===== config.mk =====
export PLATFORM = sky130hd
export DESIGN_NAME = mem_io_bridge
export DESIGN_NICKNAME = d
export VERILOG_FILES = /design/src/rtl/mem_io_pkg.sv /design/src/rtl/mem_io_fifo.sv /design/src/rtl/mem_io_bridge.sv
export SDC_FILE = /design/constraint.sdc
export NUM_CORES = 1
export LEC_CHECK = 0
export ABC_CLOCK_PERIOD_IN_PS = 2000
export CORE_MARGIN = 5
export CORE_UTILIZATION = 40
export DETAILED_ROUTE_END_ITERATION = 10
export HOLD_SLACK_MARGIN = 0.12
export MAX_ROUTING_LAYER = met4
export PLACE_DENSITY = 0.69
export REMOVE_ABC_BUFFERS = 1
export SYNTH_ARGS = -nofsm -noshare
export SYNTH_HDL_FRONTEND = slang
export SYNTH_SLANG_ARGS = --single-unit

===== constraint.sdc =====
create_clock -name clk -period 2 [get_ports clk]
set_input_delay 0.2 -clock clk [delete_from_list [all_inputs] [get_ports clk]]
set_output_delay 0.2 -clock clk [all_outputs]
set_load 0.1 [all_outputs]

===== src/rtl/mem_io_pkg.sv =====
// Shared constants and the inbound queue entry type for the memory mesh io
// bridge. The mesh is built from the same constants, so changing them here
// changes both sides together.
package mem_io_pkg;

    localparam int DATA_WIDTH = 16;
    localparam int IO_PORTS   = 8;
    localparam int PORT_WIDTH = 3;
    localparam int FIFO_DEPTH = 4;

    typedef struct packed {
        logic [PORT_WIDTH-1:0] port;
        logic [DATA_WIDTH-1:0] data;
    } mio_entry_t;

    localparam int ENTRY_WIDTH = $bits(mio_entry_t);

endpackage


===== src/rtl/mem_io_fifo.sv =====
// Generic synchronous FIFO with synchronous active-low reset.
// Ports:
//   clk, rst_n      clock, synchronous reset (active low)
//   push, wr_data   write side; ignored while full
//   pop, rd_data    read side; rd_data shows the head, pop ignored while empty
//   full, empty     occupancy flags
//   count           number of stored entries
module mem_io_fifo #(
    parameter int WIDTH = 8,
    parameter int DEPTH = 4
) (
    input  logic                     clk,
    input  logic                     rst_n,
    input  logic                     push,
    input  logic [WIDTH-1:0]         wr_data,
    input  logic                     pop,
    output logic [WIDTH-1:0]         rd_data,
    output logic                     full,
    output logic                     empty,
    output logic [$clog2(DEPTH):0]   count
);

    localparam int AW = $clog2(DEPTH);

    logic [WIDTH-1:0] r_mem [DEPTH];
    logic [AW-1:0]    r_wr_ptr;
    logic [AW-1:0]    r_rd_ptr;
    logic [AW:0]      r_count;
    logic             w_push;
    logic             w_pop;

    assign full    = (r_count == (AW+1)'(DEPTH));
    assign empty   = (r_count == '0);
    assign count   = r_count;
    assign rd_data = r_mem[r_rd_ptr];
    assign w_push  = push && !full;
    assign w_pop   = pop && !empty;

    // Storage needs no reset: nothing is read until a push has written it.
    always_ff @(posedge clk) begin
        if (w_push) begin
            r_mem[r_wr_ptr] <= wr_data;
        end
    end

    // DEPTH is a power of two, so the pointers wrap by natural overflow.
    always_ff @(posedge clk) begin
        if (!rst_n) begin
            r_wr_ptr <= '0;
            r_rd_ptr <= '0;
            r_count  <= '0;
        end else begin
            if (w_push) begin
                r_wr_ptr <= r_wr_ptr + 1'b1;
            end
            if (w_pop) begin
                r_rd_ptr <= r_rd_ptr + 1'b1;
            end
            case ({w_push, w_pop})
                2'b10:   r_count <= r_count + 1'b1;
                2'b01:   r_count <= r_count - 1'b1;
                default: r_count <= r_count;
            endcase
        end
    end

endmodule


===== src/rtl/mem_io_bridge.sv =====
// Bridge between a host and the memory mesh io ports.
// Inbound: host writes are queued and replayed into the mesh as one-cycle
// one-hot strobes, at most one port per cycle, paused by io_hold.
// Outbound: every mesh io_active_out pulse is captured per port with a fresh
// flag; the host reads ports back, and fresh & irq_mask drives irq.
// Ports:
//   clk, rst_n                       clock, synchronous reset (active low)
//   hw_valid/hw_ready/hw_port/hw_data  host write handshake
//   io_hold                          stall replay into the mesh
//   io_active_in, io_data_in         registered strobes/data to the mesh
//   io_active_out, io_data_out       writes reported by the mesh
//   hr_req/hr_port -> hr_valid/hr_data/hr_fresh   host readback
//   irq_mask, irq                    interrupt on unread captured data
//   err_oob                          sticky: out-of-range write dropped
module mem_io_bridge
    import mem_io_pkg::*;
#(
    parameter int NUM_PORTS = IO_PORTS
) (
    input  logic                            clk,
    input  logic                            rst_n,
    input  logic                            hw_valid,
    output logic                            hw_ready,
    input  logic [PORT_WIDTH-1:0]           hw_port,
    input  logic [DATA_WIDTH-1:0]           hw_data,
    input  logic                            io_hold,
    output logic [NUM_PORTS-1:0]            io_active_in,
    output logic [NUM_PORTS*DATA_WIDTH-1:0] io_data_in,
    input  logic [NUM_PORTS-1:0]            io_active_out,
    input  logic [NUM_PORTS*DATA_WIDTH-1:0] io_data_out,
    input  logic                            hr_req,
    input  logic [PORT_WIDTH-1:0]           hr_port,
    output logic                            hr_valid,
    output logic [DATA_WIDTH-1:0]           hr_data,
    output logic                            hr_fresh,
    input  logic [NUM_PORTS-1:0]            irq_mask,
    output logic                            irq,
    output logic                            err_oob
);

    localparam int CNT_W = $clog2(FIFO_DEPTH) + 1;

    mio_entry_t                      w_wr_entry;
    mio_entry_t                      w_head;
    logic                            w_full;
    logic                            w_empty;
    logic [CNT_W-1:0]                w_count;
    logic                            w_port_ok;
    logic                            w_push;
    logic                            w_oob_drop;
    logic                            w_pop;
    logic [NUM_PORTS-1:0]            w_act_next;
    logic [NUM_PORTS*DATA_WIDTH-1:0] w_dat_next;
    logic [NUM_PORTS-1:0]            w_rd_sel;
    logic [DATA_WIDTH-1:0]           w_rd_data;
    logic                            w_rd_fresh;

    logic [NUM_PORTS-1:0]            r_active;
    logic [NUM_PORTS*DATA_WIDTH-1:0] r_data;
    logic [DATA_WIDTH-1:0]           r_cap_data [NUM_PORTS];
    logic [NUM_PORTS-1:0]            r_fresh;
    logic                            r_hr_valid;
    logic [DATA_WIDTH-1:0]           r_hr_data;
    logic                            r_hr_fresh;
    logic                            r_err_oob;

    // Out-of-range writes still complete the handshake; they are just dropped.
    assign w_port_ok  = (int'(hw_port) < NUM_PORTS);
    assign hw_ready   = !w_full;
    assign w_push     = hw_valid && hw_ready && w_port_ok;
    assign w_oob_drop = hw_valid && hw_ready && !w_port_ok;
    assign w_pop      = !io_hold && !w_empty;
    assign w_wr_entry = '{port: hw_port, data: hw_data};

    mem_io_fifo #(
        .WIDTH (ENTRY_WIDTH),
        .DEPTH (FIFO_DEPTH)
    ) u_fifo (
        .clk     (clk),
        .rst_n   (rst_n),
        .push    (w_push),
        .wr_data (w_wr_entry),
        .pop     (w_pop),
        .rd_data (w_head),
        .full    (w_full),
        .empty   (w_empty),
        .count   (w_count)
    );

    a_full_matches_count: assert property (@(posedge clk) disable iff (!rst_n)
        w_full == (w_count == CNT_W'(FIFO_DEPTH)));

    always_comb begin
        w_act_next = '0;
        w_dat_next = '0;
        if (w_pop) begin
            for (int p = 0; p < NUM_PORTS; p++) begin
                if (w_head.port == PORT_WIDTH'(p)) begin
                    w_act_next[p]                           = 1'b1;
                    w_dat_next[p*DATA_WIDTH +: DATA_WIDTH]  = w_head.data;
                end
            end
        end
    end

    always_ff @(posedge clk) begin
        if (!rst_n) begin
            r_active <= '0;
            r_data   <= '0;
        end else begin
            r_active <= w_act_next;
            r_data   <= w_dat_next;
        end
    end

    // An out-of-range hr_port selects nothing, so it reads as zero.
    always_comb begin
        w_rd_sel   = '0;
        w_rd_data  = '0;
        w_rd_fresh = 1'b0;
        for (int p = 0; p < NUM_PORTS; p++) begin
            if (hr_port == PORT_WIDTH'(p)) begin
                w_rd_sel[p] = 1'b1;
                w_rd_data   = r_cap_data[p];
                w_rd_fresh  = r_fresh[p];
            end
        end
    end

    // A capture on the port being read wins over the read's fresh-clear.
    always_ff @(posedge clk) begin
        if (!rst_n) begin
            for (int p = 0; p < NUM_PORTS; p++) begin
                r_cap_data[p] <= '0;
            end
            r_fresh    <= '0;
            r_hr_valid <= 1'b0;
            r_hr_data  <= '0;
            r_hr_fresh <= 1'b0;
            r_err_oob  <= 1'b0;
        end else begin
            r_hr_valid <= hr_req;
            if (hr_req) begin
                r_hr_data  <= w_rd_data;
                r_hr_fresh <= w_rd_fresh;
            end
            for (int p = 0; p < NUM_PORTS; p++) begin
                if (io_active_out[p]) begin
                    r_cap_data[p] <= io_data_out[p*DATA_WIDTH +: DATA_WIDTH];
                    r_fresh[p]    <= 1'b1;
                end else if (hr_req && w_rd_sel[p]) begin
                    r_fresh[p]    <= 1'b0;
                end
            end
            if (w_oob_drop) begin
                r_err_oob <= 1'b1;
            end
        end
    end

    assign io_active_in = r_active;
    assign io_data_in   = r_data;
    assign hr_valid     = r_hr_valid;
    assign hr_data      = r_hr_data;
    assign hr_fresh     = r_hr_fresh;
    assign irq          = |(r_fresh & irq_mask);
    assign err_oob      = r_err_oob;

endmodule


==> out/metrics.csv <==
stage;metric;value;unit
sta;fin_skew;0.00899;ns
floorplan;core;0.0336;mm2
sta;setup_viol_count_final;1;
power_and_ir_drop;powerDensity;1090;mW/mm2
floorplan;start_util;40.6;%
floorplan;dieArea;0.0380;mm2
clocking;htree_levels;2;
logic_synthesis;async_reset_ff_share;0;%
min_path;hold_class;in2reg;
global_routing;grt_use_total;21.6;%
logic_synthesis;ys_top_cells_by_area;edfxtp_1 (45%), dfxtp_1 (25%), and3_1 (4.6%);
logic_synthesis;synth-edff-count;204;
drt;via_count;9889;
global_routing;grt_max_degree;96;
clocking;cts_hold_buffers;0;
cells_and_area;syn_to_final_growth;39.3;%
placement;place_area;0.0176;mm2
sta;fmax;486;MHz
sta;timing.hold.ws;0.158;ns
logic_synthesis;synth.ff_latch_count;375;
worst_setup_path;cp_slowest_stage_delay;0.39;ns
power_and_ir_drop;max-vdd-ir-drop;0.850;mV
floorplan;io_pins;328;
drt;avgRoutedWirePerCell;21.2;um
logic_synthesis;syn_area;0.0137;mm2
outcome;failed_checks;negative setup slack;
clocking;clock-sinks;375;
sta;tightest_slew;0.553;ns
sta;layout_setup_ws;-0.0589;ns
worst_setup_path;start_kind;flip-flop;
worst_setup_path;cp.arrival;2.52;ns
sta;rsz0062_at_grt;yes;
placement;gp_congestion;0.911;
sta;slew_violations;0;
global_routing;grt_pass1_vias;9951;
logic_synthesis;synth_cell_type_count;42;
global_routing;grt_pass1_wl;61600;um
logic_synthesis;synth_top_area_share;44.8;%
sta;fin_crit;2.06;ns
run;max_cap_violations;0;
clocking;path_clk_slew;0.06;ns
drt;drt_iter0_drc;714;
sta;fin_crit_sh;103;%
sta;hold_viol;0;
cells_and_area;final_common_cell;buf_4;
logic_synthesis;ys_warn_count;0;
sta;slew_headroom;63.0;%
cells_and_area;final_cell_mix;buf_4 (229), edfxtp_1 (204), dfxtp_1 (170);
placement;hpwl;29800;um
power_and_ir_drop;leakage;7.97;nW
worst_setup_path;required;2.46;ns
floorplan;die_w;195;um
outcome;status;finished, violations left;
cells_and_area;drive_above_1_share;24.0;%
cells_and_area;post-route-util;56.6;%
worst_setup_path;slowest_stage;or3b_4;
clocking;cts_buffer_depth;3;
logic_synthesis;synthFlopType;edfxtp_1;
worst_setup_path;critical_path.endpoint_type;flip-flop;
logic_synthesis;synthCells;1078;
worst_setup_path;r2r_cells;9;
clocking;cts_buffers;40;
global_routing;grt-ovfl-total;0;
worst_setup_path;crit_chain;or3b_4, and2_4, inv_4, ha_4, inv_2, fa_2, xor2_1, or3_1, a21oi_2;
power_and_ir_drop;power;20.8;mW
floorplan;num_rows;67;
placement;port_buffers;326;
drt;drt_wl_total;41400;um
min_path;hold_path_depth;2;
cells_and_area;fin_nets;1642;
clocking;cts_tree;built;
clocking;clockRootBuffer;clkbuf_16;
cells_and_area;stdcell_area;0.0190;mm2
worst_setup_path;path_class;reg2reg;
global_routing;grt_antenna_before_repair;10;
logic_synthesis;syn_avg_cell_area;12.7;um2
logic_synthesis;synth_largest_area_cell;edfxtp_1;
drt;drc;0;
worst_setup_path;crit_fanout;2;
drt;firstDrtPassIters;6;
clocking;insertion_delay;0.53;ns
drt;vias_per_cell;5.06;
drt;ant_nets;0;
placement;place_ws;-0.212;ns
floorplan;dieHeight;195;um
logic_synthesis;yosysSeqAreaShare;69.9;%
stage by stage:
step	TNS [ns]	cells
finish	-0.0589	1955
global route	-0.110	1955
detailed placement	-0.212	1870
CTS	-0.124	1945
floorplan	-66.74	1011
global placement	-0.189	1870
where the power goes:
part | switching, mW | internal (mW) | total (mW)
clock network | 3.06 | 4.28 | 7.34
logic | 2.93 | 1.57 | 4.50
registers | 0.206 | 8.73 | 8.94
sequential cells by signal, summed over array words and instances, names as in the netlist, 2 cells and up, named ones only:
signal and count:
u_fifo.r_wr_ptr 2, hr_data 16, r_fresh 8, io_data_in 128, u_fifo.count 3, u_fifo.r_mem 76
r_cap_data 128, u_fifo.r_rd_ptr 2, io_active_in 8
synth_stat cells, types with 11 or more instances:
cell type,instances
o22ai_1,16
o21ai_0,24
nor2_1,154
and3_1,100
buf_2,11
nor2b_1,18
edfxtp_1,204
and2_1,34
a22o_1,15
a21oi_1,39
o221ai_1,17
mux2_2,33
nand2b_1,17
inv_1,26
o21ai_1,15
dfxtp_1,171
clkbuf_1,49
nand2_1,42
mux2i_1,26
worst max-delay path, delay by kind of cell (launching register included):
| family | cells | cell delay (ns) |
|---|---|---|
| AOI/OAI and AO/OA | 1 | 0.12 |
| xor gates and xnor gates | 1 | 0.15 |
| adders and majority gates | 2 | 0.44 |
| buffers and inverters | 2 | 0.09 |
| DFF | 1 | 0.31 |
| and+or+nand+nor | 3 | 0.88 |
layer usage:
layer	up-vias	GRT usage [%]	wire length (um)
li1	4613	-	-
met1	4745	26.9	16100
met2	457	34.6	20200
met3	74	5.94	3900
met4	0	6.49	1140
met5	-	-	0
repair_timing:
action,in CTS,in global routing
setup buffers,1,0
resized for setup,8,3
setup endpoints to repair,1,2
pin swaps,3,2
cell type report:
cell class,instances,area (um2)
diodes,10,25.0
fillers,2730,14600
repair buffers,412,3690
flip-flops and latches,375,9550
clock inverters,24,185
inverters,26,100
clock buffers,50,1150
well taps,448,561
multi-input cells,610,3770
cells by family after synthesis:
kind of cell / Yosys count / synth area share (%)
mux: 63 / 5.28
flops: 375 / 69.9
other cells: 1 / 0.0274
fa+ha+maj: 6 / 0.604
compound gates: 142 / 6.56
buf+inv: 93 / 2.68
simple gates: 393 / 14.6
xor+xnor: 5 / 0.321
path summary, 6_finish.rpt:
path                            slack [ns]                         start                               to
worst min register to register        0.49       hr_data[4]$_SDFFE_PN0P_          hr_data[4]$_SDFFE_PN0P_
worst min-delay path                  0.16                         rst_n  r_cap_data[1][32]$_SDFFCE_PN0P_
worst max-delay path                 -0.06  u_fifo.count[0]$_SDFFE_PN0P_     u_fifo.count[2]$_SDFFE_PN0P_
worst max register to register       -0.06  u_fifo.count[0]$_SDFFE_PN0P_     u_fifo.count[2]$_SDFFE_PN0P_
(Power assumes the default switching activity.)
